`config.mk`:
```
export PLATFORM = sky130hd
export DESIGN_NAME = rsa_decrypt
export DESIGN_NICKNAME = d
export VERILOG_FILES = /design/src/rtl/rsa_pkg.sv /design/src/rtl/rsa_mod_mul.sv /design/src/rtl/rsa_decrypt.sv
export SDC_FILE = /design/constraint.sdc
export NUM_CORES = 1
export LEC_CHECK = 0
export CORE_ASPECT_RATIO = 1.4
export CORE_MARGIN = 5
export CORE_UTILIZATION = 56
export CTS_CLUSTER_DIAMETER = 40
export CTS_CLUSTER_SIZE = 24
export DETAILED_ROUTE_END_ITERATION = 16
export PLACE_DENSITY = 0.76
export SLEW_MARGIN = 20
export SYNTH_ARGS = -nofsm -noshare
export SYNTH_HDL_FRONTEND = slang
export SYNTH_SLANG_ARGS = --single-unit
export TNS_END_PERCENT = 20
```
`constraint.sdc`:
```
create_clock -name clk -period 16.25 [get_ports clk]
set_clock_uncertainty 0.2 [all_clocks]
set_input_delay 1.625 -clock clk [delete_from_list [all_inputs] [get_ports clk]]
set_output_delay 1.625 -clock clk [all_outputs]
set_load 0.05 [all_outputs]
```
`src/rtl/rsa_pkg.sv`:
```
// Shared definitions for the RSA encrypt/decrypt blocks: FSM state encoding
// and the message-to-modulus width relation.
package rsa_pkg;

  typedef enum logic [2:0] {
    ST_IDLE,
    ST_RED,
    ST_SQR,
    ST_MUL,
    ST_DONE
  } rsa_state_t;

  localparam int NW_FACTOR = 2;

  // Modulus/key width derived from the message width.
  function automatic int nw_of(input int width);
    return NW_FACTOR * width;
  endfunction

endpackage

```
`src/rtl/rsa_mod_mul.sv`:
```
// Iterative modular multiplier r = a*b mod n: MSB-first interleaved shift-add,
// one bit of a per cycle, with up to two conditional subtractions of n.
module rsa_mod_mul #(
  parameter int NW = 16
) (
  input  logic          clk,
  input  logic          rst,
  input  logic          go,
  input  logic [NW-1:0] a,
  input  logic [NW-1:0] b,
  input  logic [NW-1:0] n,
  output logic          done,
  output logic [NW-1:0] r
);

  localparam int CW = $clog2(NW + 1);

  logic [NW-1:0] a_reg;
  logic [NW-1:0] b_reg;
  logic [NW-1:0] n_reg;
  logic [NW+1:0] acc_reg;
  logic [NW+1:0] acc_next;
  logic [NW+1:0] sum;
  logic [NW+1:0] once;
  logic [NW+1:0] n_ext;
  logic [CW-1:0] cnt_reg;
  logic          done_reg;

  // acc < n and b <= n keep 2*acc + b below 3n, so two subtractions suffice.
  always_comb begin
    n_ext    = {2'b00, n_reg};
    sum      = (acc_reg << 1) + (a_reg[NW-1] ? {2'b00, b_reg} : '0);
    once     = (sum >= n_ext) ? (sum - n_ext) : sum;
    acc_next = (once >= n_ext) ? (once - n_ext) : once;
  end

  always_ff @(posedge clk) begin
    if (rst) begin
      a_reg    <= '0;
      b_reg    <= '0;
      n_reg    <= '0;
      acc_reg  <= '0;
      cnt_reg  <= '0;
      done_reg <= 1'b0;
    end else if (go) begin
      a_reg    <= a;
      b_reg    <= b;
      n_reg    <= n;
      acc_reg  <= '0;
      cnt_reg  <= CW'(NW);
      done_reg <= 1'b0;
    end else if (cnt_reg != '0) begin
      acc_reg  <= acc_next;
      a_reg    <= a_reg << 1;
      cnt_reg  <= cnt_reg - 1'b1;
      done_reg <= (cnt_reg == CW'(1));
    end else begin
      done_reg <= 1'b0;
    end
  end

  assign done = done_reg;
  assign r    = acc_reg[NW-1:0];

endmodule

```
`src/rtl/rsa_decrypt.sv`:
```
// RSA decryption m = c^d mod n by left-to-right square-and-multiply over
// rsa_mod_mul; CONST_TIME adds a discarded multiply on zero exponent bits.
module rsa_decrypt #(
  parameter int WIDTH      = 8,
  parameter int CONST_TIME = 0
) (
  input  logic               clk,
  input  logic               rst,
  input  logic               start,
  input  logic [WIDTH-1:0]   c,
  input  logic [2*WIDTH-1:0] d,
  input  logic [2*WIDTH-1:0] n,
  output logic [WIDTH-1:0]   m,
  output logic               busy,
  output logic               finish,
  output logic               err
);

  import rsa_pkg::*;

  localparam int NW = nw_of(WIDTH);
  localparam int IW = $clog2(NW);

  rsa_state_t    state_reg;
  logic [IW-1:0] idx_reg;
  logic [NW-1:0] d_reg;
  logic [NW-1:0] n_reg;
  logic [NW-1:0] base_reg;
  logic [NW-1:0] acc_reg;
  logic [WIDTH-1:0] m_reg;
  logic          busy_reg;
  logic          finish_reg;
  logic          err_reg;

  logic          go;
  logic [NW-1:0] mul_a;
  logic [NW-1:0] mul_b;
  logic [NW-1:0] mul_n;
  logic          mul_done;
  logic [NW-1:0] mul_r;
  logic [NW-1:0] new_acc;
  logic          take_mul;
  logic          last_bit;
  logic          complete;

  rsa_mod_mul #(.NW(NW)) u_mod_mul (
    .clk  (clk),
    .rst  (rst),
    .go   (go),
    .a    (mul_a),
    .b    (mul_b),
    .n    (mul_n),
    .done (mul_done),
    .r    (mul_r)
  );

  // Next operation is issued combinationally in the cycle the previous one
  // reports done, so operands come straight from the multiplier result.
  always_comb begin
    take_mul = d_reg[idx_reg] || (CONST_TIME != 0);
    last_bit = (idx_reg == '0);
    new_acc  = acc_reg;
    go       = 1'b0;
    mul_a    = acc_reg;
    mul_b    = acc_reg;
    mul_n    = n_reg;
    complete = 1'b0;
    case (state_reg)
      ST_IDLE: begin
        mul_a = {{(NW-WIDTH){1'b0}}, c};
        mul_b = NW'(1);
        mul_n = n;
        go    = start && (n != '0);
      end
      ST_RED: begin
        new_acc = NW'(1);
        mul_a   = NW'(1);
        mul_b   = NW'(1);
        go      = mul_done;
      end
      ST_SQR: begin
        new_acc  = mul_r;
        mul_a    = mul_r;
        mul_b    = take_mul ? base_reg : mul_r;
        go       = mul_done && (take_mul || !last_bit);
        complete = mul_done && !take_mul && last_bit;
      end
      ST_MUL: begin
        new_acc  = d_reg[idx_reg] ? mul_r : acc_reg;
        mul_a    = new_acc;
        mul_b    = new_acc;
        go       = mul_done && !last_bit;
        complete = mul_done && last_bit;
      end
      default: ;
    endcase
  end

  always_ff @(posedge clk) begin
    if (rst) begin
      state_reg  <= ST_IDLE;
      idx_reg    <= '0;
      d_reg      <= '0;
      n_reg      <= '0;
      base_reg   <= '0;
      acc_reg    <= '0;
      m_reg      <= '0;
      busy_reg   <= 1'b0;
      finish_reg <= 1'b0;
      err_reg    <= 1'b0;
    end else begin
      case (state_reg)
        ST_IDLE: begin
          if (start) begin
            d_reg    <= d;
            n_reg    <= n;
            busy_reg <= 1'b1;
            if (n != '0) begin
              state_reg <= ST_RED;
            end else begin
              state_reg  <= ST_DONE;
              finish_reg <= 1'b1;
              err_reg    <= 1'b1;
              m_reg      <= '0;
            end
          end
        end
        ST_RED: begin
          if (mul_done) begin
            base_reg  <= mul_r;
            acc_reg   <= new_acc;
            idx_reg   <= IW'(NW - 1);
            state_reg <= ST_SQR;
          end
        end
        ST_SQR: begin
          if (mul_done) begin
            acc_reg <= new_acc;
            if (take_mul) begin
              state_reg <= ST_MUL;
            end else if (!last_bit) begin
              idx_reg <= idx_reg - 1'b1;
            end
          end
        end
        ST_MUL: begin
          if (mul_done) begin
            acc_reg <= new_acc;
            if (!last_bit) begin
              idx_reg   <= idx_reg - 1'b1;
              state_reg <= ST_SQR;
            end
          end
        end
        ST_DONE: begin
          finish_reg <= 1'b0;
          busy_reg   <= 1'b0;
          state_reg  <= ST_IDLE;
        end
        default: state_reg <= ST_IDLE;
      endcase

      if (complete) begin
        state_reg  <= ST_DONE;
        finish_reg <= 1'b1;
        m_reg      <= new_acc[WIDTH-1:0];
        err_reg    <= |new_acc[NW-1:WIDTH];
      end
    end
  end

  assign m      = m_reg;
  assign busy   = busy_reg;
  assign finish = finish_reg;
  assign err    = err_reg;

endmodule

```
==> impl_metrics.yaml <==
status:
  result_of_the_run: "complete, no violations"
logic_synthesis:
  postSynthRegisterBits: 153
  synth_top_area_share_pct: 32.6
  synth_simple_gate_area_share_pct: 20.6
  post_synthesis_xor_xnor_area_fraction_pct: 3.63
  synth_compound_area_share_pct: 22.2
  post_synth_mux_area_share_pct: 8.65
  post_synth_inst_count: 1175
  synth.most_common_cell: "nand2_1"
  synth_area_um2: 9410
  synth_area_leader_cell: "dfxtp_1"
  synth_async_sr_flop_share_pct: 0
  yosysWarningCount: 0
  synth_top_family_by_area: "compound AO/OA/AOI/OAI gates"
  synth-edff-count: 0
  synth_sequential_area_ratio_pct: 32.6
  postSynth.topFlopCell: "dfxtp_1"
  synthTopCellsByCount: "nand2_1, dfxtp_1, a21oi_1"
  synth_cell_type_count: 74
  synth.area.top_cells: "dfxtp_1, nand2_1, a21oi_1"
  syn_nets: 1272
  adder_cell_share_of_the_synthesized_area_pct: 7.42
  synth_area_per_cell_um2: 8.01
timing:
  max-slew-margin-rel_pct: 32.6
  setup-violations-final: 0
  hold_viol_final: 0
  maxClockFrequency_ghz: 0.118
  final_critical_path_setup_slack_ps: 7790
  ratio_of_final_minimum_period_to_clock_period_pct: 52.0
  period_minus_slack_ps: 8460
  final.setup.tns_ps: 0
  max_slew.worst_pin.slew_ps: 1010
  setup_repair_after_global_routing_missed_its_margin: "no"
  slew_violations: 0
routing:
  totalWireLength_um: 23300
  routed_wire_length_per_instance_um: 16.6
  first_iteration_detailed_routing_drc_count: 465
  route.vias.total: 8304
  vias_per_cell: 5.92
  first_pass_iters: 5
  ant_nets: 0
  remaining_drc_errors: 0
clock_network:
  numCtsBuffers: 17
  clockRootBuffer: "clkbuf_16"
  clock_sink_count: 153
  cts_clk_pin_slew_worst_paths_ps: 60
  htreeDepth: 4
  buffer_count_from_post_cts_setup_fixing: 0
  cts_hold_buf: 0
  cts_tree: "built"
  cts_repair_resize_count: 0
  clk-insertion-delay-late_ps: 420
  clock_path_buffers: 2
setup_path:
  timing.critical_path.from_type: "flip-flop"
  crit_path_max_fanout: 18
  cp.required_ps: 16390
  critical_path_class: "reg2reg"
  timing.critical_path.arrival_ps: 8590
  timing.critical_path.to_type: "flip-flop"
grt:
  globalRoute.totalOverflow: 0
  grt_pass1_vias: 8064
  grt_start_max_net_pins: 72
  global_route_wire_length_before_repair_um: 38600
  grt.total_usage_pct: 23.9
  number_of_antenna_violations_at_the_first_check_in_global_routing: 0
place:
  gp_congestion: 0.904
  place.port_buffers: 53
  dp_slack_ps: 7870
  placedCellCount: 1370
  hpwl_dp_um: 17200
power_and_ir_drop:
  static_leakage_power_nw: 4.12
  max-vdd-ir-drop_uv: 132
  power_density_relative_to_cell_area_nw_per_um2: 241
die:
  dieArea_um2: 19500
  number_of_placed_i_o_pins: 54
  floorplan.core_area_um2: 16600
  placementRows: 56
  die_h_um: 163
  floorplan.die.width_um: 120
  initial_core_util_pct: 56.6
finish:
  num-nets-final: 1284
  diodes: 0
  number_of_flip_flops_in_the_largest_register: 17
  drive_gt1_share_pct: 7.08
  layout-area-overhead-vs-synth_pct: 11.9
  final_cells: 1403
job:
  maxCapViolCount: 0
worst_hold_path:
  hold_path.class: "reg2reg"
==> stage by stage <==
stage / utilization (%) / total power [mW] / hold WS, ps / area, um2
floorplan: - / 1.84 / 233 / 9410
global placement: 60.0 / 2.14 / 240 / 9970
detailed placement: 60.0 / 2.15 / 246 / 9970
CTS: 63.3 / 2.53 / 254 / 10500
global route: 63.4 / 2.73 / 269 / 10500
finish: 63.4 / 2.54 / 253 / 10500
==> layout make-up <==
class	instances	area, um2
clock buffers	19	433
inverters	39	146
repair buffers	65	622
flip-flops and latches	153	3060
clock inverters	13	111
fillers	1413	6080
multi-input cells	911	5890
well taps	203	254
==> kinds of logic (layout without fill, tap and decap cells) <==
kind of cell             after synthesis  after routing
adder cells (fa/ha/maj)               54             54
AO/OA/AOI/OAI                        314            314
XOR/XNOR                              39             39
multiplexers                          71             71
AND/OR/NAND/NOR                      433            433
flip-flops                           153            153
buffers and inverters                111            136
==> power breakdown <==
| part | internal (mW) | switching, mW | leakage [nW] | total [mW] |
|---|---|---|---|---|
| combinational | 0.727 | 0.952 | 2.62 | 1.68 |
| sequential | 0.440 | 0.0526 | 1.25 | 0.493 |
| clock | 0.200 | 0.168 | 0.260 | 0.368 |
==> worst max-delay path, cell delays in order, from the launching register on <==
cell	delay [ps]
dfxtp_1	440
and2_1	230
ha_1	200
fa_1	420
a211oi_1	320
o21ai_1	210
a211oi_1	350
o21ai_0	220
xor2_1	260
ha_1	320
nand4_1	180
nor2_1	100
a21boi_2	160
o31a_1	310
nor4_4	260
buf_4	310
mux2_4	330
ha_1	330
nor2b_1	160
o31ai_1	350
a21oi_1	190
o41ai_1	720
nand3_1	170
a31oi_1	230
o31a_1	830
mux2_2	410
o2bb2ai_1	140
==> metal layers <==
metal	GRT usage [%]	vias up	part of all wire (%)
li1	-	4221	-
met1	27.6	3866	42
met2	43.7	171	51
met3	3.29	46	2.9
met4	10.4	0	3.8
met5	0	-	0
==> path summary, 6_finish.rpt <==
| path | from | depth (start not counted) | slack [ps] | endpoint |
|---|---|---|---|---|
| worst max-delay path | u_mod_mul.a_reg[15] | 26 | 7790 | u_mod_mul.acc_reg[0] |
| worst min-delay path | base_reg[14] | 2 | 250 | base_reg[14] |
| worst max register to register | u_mod_mul.a_reg[15] | 26 | 7790 | u_mod_mul.acc_reg[0] |
| worst min register to register | base_reg[14] | 2 | 250 | base_reg[14] |
==> placed cells by master (no fill, tap or decap), types with 4 or more instances in the layout <==
cell type,instances
a211oi_1,34
a21o_1,13
a21oi_1,128
a311oi_1,21
a31oi_1,4
and2_1,22
and3_1,6
buf_4,12
clkbuf_16,17
clkdlybuf4s50_1,52
dfxtp_1,153
ha_1,51
inv_1,39
inv_6,6
mux2_2,10
mux2_4,8
mux2i_1,49
mux4_2,4
nand2_1,190
nand2b_1,7
nand3_1,10
nand4_1,8
nor2_1,119
nor2b_1,7
nor3_1,20
nor4_1,23
o211ai_1,4
o21a_1,4
o21ai_0,34
o21bai_1,7
o22ai_1,16
o2bb2ai_1,11
or2_2,4
or3_1,4
xnor2_1,28
xor2_1,11
Power figures use the tool's default switching activity.
